**src/rtl/master_control.sv**
```systemverilog
// Master side of the chip-to-chip link: 4-phase request/ack handshake,
// notice delay before data launch, ack synchroniser and timeout abort.
module master_control #(
  parameter int unsigned DELAY_CYCLES   = 100_000_000,
  parameter int unsigned TIMEOUT_CYCLES = 300_000_000,
  parameter int unsigned CNT_W          = 29
) (
  input  logic       clk,
  input  logic       rst_n,
  input  logic       send,
  input  logic [2:0] sw_data,
  input  logic       ack,
  output logic       request,
  output logic       valid,
  output logic [2:0] data_out,
  output logic       notice,
  output logic       busy,
  output logic       error
);

  typedef enum logic [1:0] {
    IDLE,
    REQ,
    DELAY,
    DATA
  } state_t;

  localparam logic [CNT_W-1:0] DLY_LAST = CNT_W'(DELAY_CYCLES - 1);
  localparam logic [CNT_W-1:0] TO_LAST  = CNT_W'(TIMEOUT_CYCLES - 1);

  state_t           state_q, state_d;
  logic [CNT_W-1:0] cnt_q, cnt_d;
  logic [2:0]       tx_q, tx_d;
  logic [2:0]       data_q, data_d;
  logic             ack_m_q, ack_s_q;
  logic             req_q, req_d;
  logic             valid_q, valid_d;
  logic             notice_q, notice_d;
  logic             busy_q, busy_d;
  logic             error_q, error_d;

  logic dly_done, to_done;

  assign dly_done = (cnt_q == DLY_LAST);
  assign to_done  = (cnt_q == TO_LAST);

  always_ff @(posedge clk) begin
    if (!rst_n) state_q <= IDLE;
    else        state_q <= state_d;
  end

  always_comb begin
    state_d = state_q;
    unique case (state_q)
      IDLE:  if (send) state_d = REQ;
      REQ: begin
        if (ack_s_q)      state_d = DELAY;
        else if (to_done) state_d = IDLE;
      end
      DELAY: if (dly_done) state_d = DATA;
      DATA: begin
        if (!ack_s_q)     state_d = IDLE;
        else if (to_done) state_d = IDLE;
      end
    endcase
  end

  // ack_s takes priority over the timeout terminal count
  always_comb begin
    cnt_d    = cnt_q;
    tx_d     = tx_q;
    data_d   = data_q;
    req_d    = req_q;
    valid_d  = valid_q;
    notice_d = notice_q;
    busy_d   = busy_q;
    error_d  = error_q;
    unique case (state_q)
      IDLE: begin
        if (send) begin
          tx_d    = sw_data;
          req_d   = 1'b1;
          busy_d  = 1'b1;
          error_d = 1'b0;
          cnt_d   = '0;
        end
      end
      REQ: begin
        if (ack_s_q) begin
          req_d    = 1'b0;
          notice_d = 1'b1;
          cnt_d    = '0;
        end else if (to_done) begin
          req_d   = 1'b0;
          error_d = 1'b1;
          busy_d  = 1'b0;
        end else begin
          cnt_d = cnt_q + CNT_W'(1);
        end
      end
      DELAY: begin
        if (dly_done) begin
          notice_d = 1'b0;
          valid_d  = 1'b1;
          data_d   = tx_q;
          cnt_d    = '0;
        end else begin
          cnt_d = cnt_q + CNT_W'(1);
        end
      end
      DATA: begin
        if (!ack_s_q) begin
          valid_d = 1'b0;
          busy_d  = 1'b0;
        end else if (to_done) begin
          valid_d = 1'b0;
          error_d = 1'b1;
          busy_d  = 1'b0;
        end else begin
          cnt_d = cnt_q + CNT_W'(1);
        end
      end
    endcase
  end

  always_ff @(posedge clk) begin
    if (!rst_n) begin
      ack_m_q  <= 1'b0;
      ack_s_q  <= 1'b0;
      cnt_q    <= '0;
      tx_q     <= 3'b000;
      data_q   <= 3'b000;
      req_q    <= 1'b0;
      valid_q  <= 1'b0;
      notice_q <= 1'b0;
      busy_q   <= 1'b0;
      error_q  <= 1'b0;
    end else begin
      ack_m_q  <= ack;
      ack_s_q  <= ack_m_q;
      cnt_q    <= cnt_d;
      tx_q     <= tx_d;
      data_q   <= data_d;
      req_q    <= req_d;
      valid_q  <= valid_d;
      notice_q <= notice_d;
      busy_q   <= busy_d;
      error_q  <= error_d;
    end
  end

  assign request  = req_q;
  assign valid    = valid_q;
  assign data_out = data_q;
  assign notice   = notice_q;
  assign busy     = busy_q;
  assign error    = error_q;

endmodule

```
**config.mk**
```make
export PLATFORM = sky130hd
export DESIGN_NAME = master_control
export DESIGN_NICKNAME = d
export VERILOG_FILES = /design/src/rtl/master_control.sv
export SDC_FILE = /design/constraint.sdc
export NUM_CORES = 1
export LEC_CHECK = 0
export BUFFER_PORTS_ARGS = -buffer_cell sky130_fd_sc_hd__buf_2
export CAP_MARGIN = 5
export CORE_UTILIZATION = 50
export CTS_BUF_LIST = sky130_fd_sc_hd__clkbuf_16
export DETAILED_ROUTE_END_ITERATION = 12
export PLACE_DENSITY = 0.67
export SLEW_MARGIN = 0
export SYNTH_ARGS = -nofsm -noshare
export SYNTH_HDL_FRONTEND = slang
export SYNTH_SLANG_ARGS = --single-unit
```
**constraint.sdc**
```tcl
create_clock -name clk -period 2.27 [get_ports clk]
set_input_delay 0.454 -clock clk [delete_from_list [all_inputs] [get_ports clk]]
set_output_delay 0.454 -clock clk [all_outputs]
set_load 0.02 [all_outputs]
```
======== Word level (Yosys, flattened, before mapping) ========
Index checks and enable logic that the tools add are counted.
word-level totals
  register bits after elaboration ......... 44
  bits of input ports ..................... 7
  output and inout bits ................... 8
  logic and storage cells ................. 69
operators by class
  add/sub/neg operators ................... 1
  equal/unequal tests ..................... 12
  muxes and demuxes ....................... 31
  reductions and logical operators ........ 14
operators by type and width
  kind                                                                     count
  29-bit 2-to-1 mux                                                        5
  29-bit case mux with 4 select lines                                      1
  29-bit by 1-bit adder with 29-bit output, second input constant          1
  29-bit by 27-bit equality test with 1-bit output, second input constant  1
  29-bit equality test, second input constant                              1
  1-bit 2-to-1 mux                                                         14
  3-bit AND reduction                                                      4
  2-bit 2-to-1 mux                                                         5
  2-bit != test, second input constant                                     5
  2-bit case mux with 4 select lines                                       1
  2-bit AND reduction                                                      4
  3-bit != test, second input constant                                     2
  1-bit case mux with 2 select lines                                       3
  1-bit case mux with 3 select lines                                       2
  2-bit nonzero test                                                       3
  2-bit equality test, second input constant                               2
  4-bit AND reduction                                                      1
  3-bit nonzero test                                                       1
  2-bit by 1-bit equality test with 1-bit output, second input constant    1
  2-bit logical NOT                                                        1

======== Depth between registers and ports, before layout ========
  word-level depth ........................ 4
  depth in mapped cells ................... 8

======== Least setup slack after synthesis ========
OpenSTA, ideal clock, no wires.
  kind .................................... reg-to-reg
  start point ............................. register cnt_q[0]
  end point ............................... register state_q[0]
  arrival time ............................ 1.815 ns
  path slack .............................. 0.384 ns
  stages on the path, launching flop included .. 9
  path buffers ............................ 2
  cell sequence ........................... dfxtp_1 -> ha_1 -> and4_1 -> buf_4 -> nand4_2 -> buf_6 -> or3_4 -> a21o_1 -> a21oi_1
between the ends
  word-level cells in the longest chain between the ends .. 4
  elaborated cells between the ends (all ways) .. 8
  those cells by class .................... eq/ne (3); mux (4); reduce/logical (1)
RTL lines
  what                                 line  RTL
  from (decl)                          32    logic [CNT_W-1:0] cnt_q, cnt_d;
  from (signal assigned)               141   cnt_q <= cnt_d;
  29-bit equality test                 45    assign to_done = (cnt_q == TO_LAST);
  2-bit 2-to-1 mux                     n/a
  2-bit 2-to-1 mux (on tied branches)  n/a
  2-bit case mux with 4 select lines   n/a
  to (signal assigned)                 49    else state_q <= state_d;
  to (decl)                            31    state_t state_q, state_d;
Several ways; a longest one is shown, not always the timed one.
A chain may end at the register's enable or synchronous reset.

======== Worst setup path in the final report ========
  start point ............................. register state_q[0]
  end point ............................... register cnt_q[16]
between the ends
  word-level cells in the longest chain between the ends .. 3
  elaborated cells between the ends (all ways) .. 8
  those cells by class .................... eq/ne (5); mux (1); reduce/logical (2)
RTL lines
  what                                                      line  RTL
  2-bit equality test or 2-bit logical NOT (tied branches)  78    unique case (state_q)
  2-bit != test (no source line)                            n/a
  2-bit AND reduction (no source line)                      n/a
Several ways; a longest one is shown, not always the timed one.

==> metrics.txt <==
Sw Ratio 27.1%; post-route ant nets 0; sequential power share 42.5%; Post-layout nets around 350; worst skew pair latency 0.29 ns; footprint of the multi-input gates 1640 um^2; crit path cell chain o31ai_1 > nor2_1 > a211oi_1; FF+latch count, synth 44; fraction of layout instances using a drive strength above 1 20.2%; Final Hold Vio Count 0; drt wl/cell around 19 um; Worst path max stage delay 1.00 ns; Top Ports 15; CP Max Fanout 14; Worst slew margin between 20% and 30%; Setup Total Neg Slack 0 ns; Die Height 74.8 um; Rows 26; Least-Margin Pin Slew 1.14 ns; DR pass1 iterations 5; Final Max Slew Viols 0; synthesized area per cell 8.30 um^2; Overall Global Routing Usage 30.2%; maxcap violations 0; pin count of the biggest net entering global routing 30; hold_ws 0.368 ns; unrepaired setup endpoints after global routing false; Leakage around 1.1 nW; Post-Syn Area around 2600 um^2; period utilisation layout around 94%; Yosys cell types 63; post-DP HPWL 5550 um; run status finished clean; cts-stage hold buffer count 0; CP Data Required Time ~2.5 ns; Initial Utilization about half; post-route insts no fill ~420; initial antenna violation count 0; H-tree depth 2; # port buffers 14; VDD IR-drop max roughly 0.4 mV; maximum clock insertion buffer count 2; CTS root buf clkbuf_16; commonest non-fill, non-tap cell in the layout dfxtp_1; total net switching power 0.525 mW; final antenna diode count 0; vias in the first global route 2416; top_reg_cell synth dfxtp_1; Post-Synthesis Cells ~320; Worst R2R Setup Slack 0.14 ns; Startpoint Class register; TritonCTS clock tree built; Pwr per Cell Area 623 nW/um^2; critical path endpoint category register; Area Growth Syn to Fin 17.3%; post-synthesis async set-or-reset flop share 0%; Die ar. 5590 um^2; Worst Skew 0.00655 ns; commonest cells after routing, fill and taps aside dfxtp_1, buf_4, a21oi_1; WS Path Type register to register; WL final approximately 7800 um; first-pass GRT wire length 12500 um; Inst Count DP around 400; core area 5110 um^2; via count of the routed design 2738; DRC viols 0; die width 74.8 um; Internal 1.41 mW; YS warnings 0; TritonCTS Buffers 5; Storage cell area 881 um^2; f_max 469 MHz; min Tclk post-route 2.13 ns; Critical Path AT roughly 2.3 ns; Num Clock Sinks 44; slowest CP cell o31ai_1; Logic pwr share around 15%; DR iter-0 viols 314; grt ovf 0; Placer Congestion ~0.93; power share of the clock group roughly 43%; Hold Crit Class input port to register; post-synthesis sequential area ratio about 33%; final setup fails 0; Syn Nets 327; fill cell count between 400 and 500; Vias/cell 6.57; EDFF count, synth 0; Clk pin slew, worst setup/hold paths roughly 0.060 ns
[path summary, 6_finish.rpt]
path | startpoint | to | cells after the start
max reg2reg | state_q[0] | cnt_q[16] | 3
max | state_q[0] | cnt_q[16] | 3
min | ack | ack_m_q | 2
min reg2reg | ack_m_q | ack_s_q | 1
[through the flow]
stage               setup WS [ns]  area [um^2]  utilization, %  power [mW]
CTS                        0.0157         3080            60.2        1.94
global placement           0.0110         2910            56.9        1.11
global route              0.00588         3110            60.8        2.00
floorplan                   0.384         2650               -        1.02
detailed placement         0.0324         2910            56.9        1.11
finish                      0.139         3110            60.8        1.94
[cell type report]
type / count / share of cell area, %
Multi-Input combinational cell: 241 / 52.8
Inverter: 11 / 1.33
Tap cell: 70 / 2.82
Clock buffer: 5 / 4.03
Sequential cell: 44 / 28.4
Clock inverter: 3 / 1.37
Timing Repair Buffer: 43 / 9.27
[kinds of logic (layout without fill, tap and decap cells)]
group | Yosys count | after routing | share of synthesized area (%)
AND/OR/NAND/NOR | 123 | 123 | 29.7
flip-flops | 44 | 44 | 33.3
multiplexers | 6 | 6 | 2.27
AO/OA/AOI/OAI | 109 | 109 | 28.0
buffers and inverters | 34 | 62 | 5.62
XOR/XNOR | 2 | 2 | 0.662
adder cells (fa/ha/maj) | 1 | 1 | 0.473
[layer usage]
layer  up-vias  share of wire, %  routed length, um  global-route usage, %
met2       121                45               3520                   47.6
li1       1294                 -                  -                      -
met5         -                 0                  0                      0
met1      1309                46               3560                   41.9
met3        14               7.0                543                   4.82
met4         0               1.9                148                   10.3
[flip-flops by register name (all words and copies together) (netlist names), 2 cells and up]
name / cells
state_q: 2
tx_q: 3
data_out: 3
cnt_q: 29
[synth_stat cells, types with 7 or more instances]
library cell,count,area (um^2)
clkbuf_1,13,48.8
o21ai_0,19,95.1
dfxtp_1,44,881
nand2_1,20,75.1
a21oi_1,21,105
and4_1,9,78.8
o22ai_1,7,43.8
o211ai_1,10,75.1
buf_2,8,40.0
nor2_1,20,75.1
nand4_1,14,87.6
inv_1,11,41.3
nand3_1,17,85.1
[worst max-delay path: cells and delay by family, from the launching register on]
kind / cells / cell delay, ns
DFF: 1 / 0.43
AOI/OAI and AO/OA: 2 / 1.31
and+or+nand+nor: 1 / 0.30
[power by group through the flow]
stage	Clock [mW]	Sequential, mW	Combinational [mW]
after floorplan	0	0.831	0.184
after global placement	0	0.838	0.274
after detailed placement	0	0.838	0.274
after CTS	0.843	0.821	0.276
after global routing	0.870	0.826	0.304
final	0.830	0.822	0.283
[timing repair]
action                     CTS  global route
gates resized for setup      0             4
buffers inserted             0             1
setup endpoints to repair    0             9
Note: power is estimated with default switching activity, not from simulation.
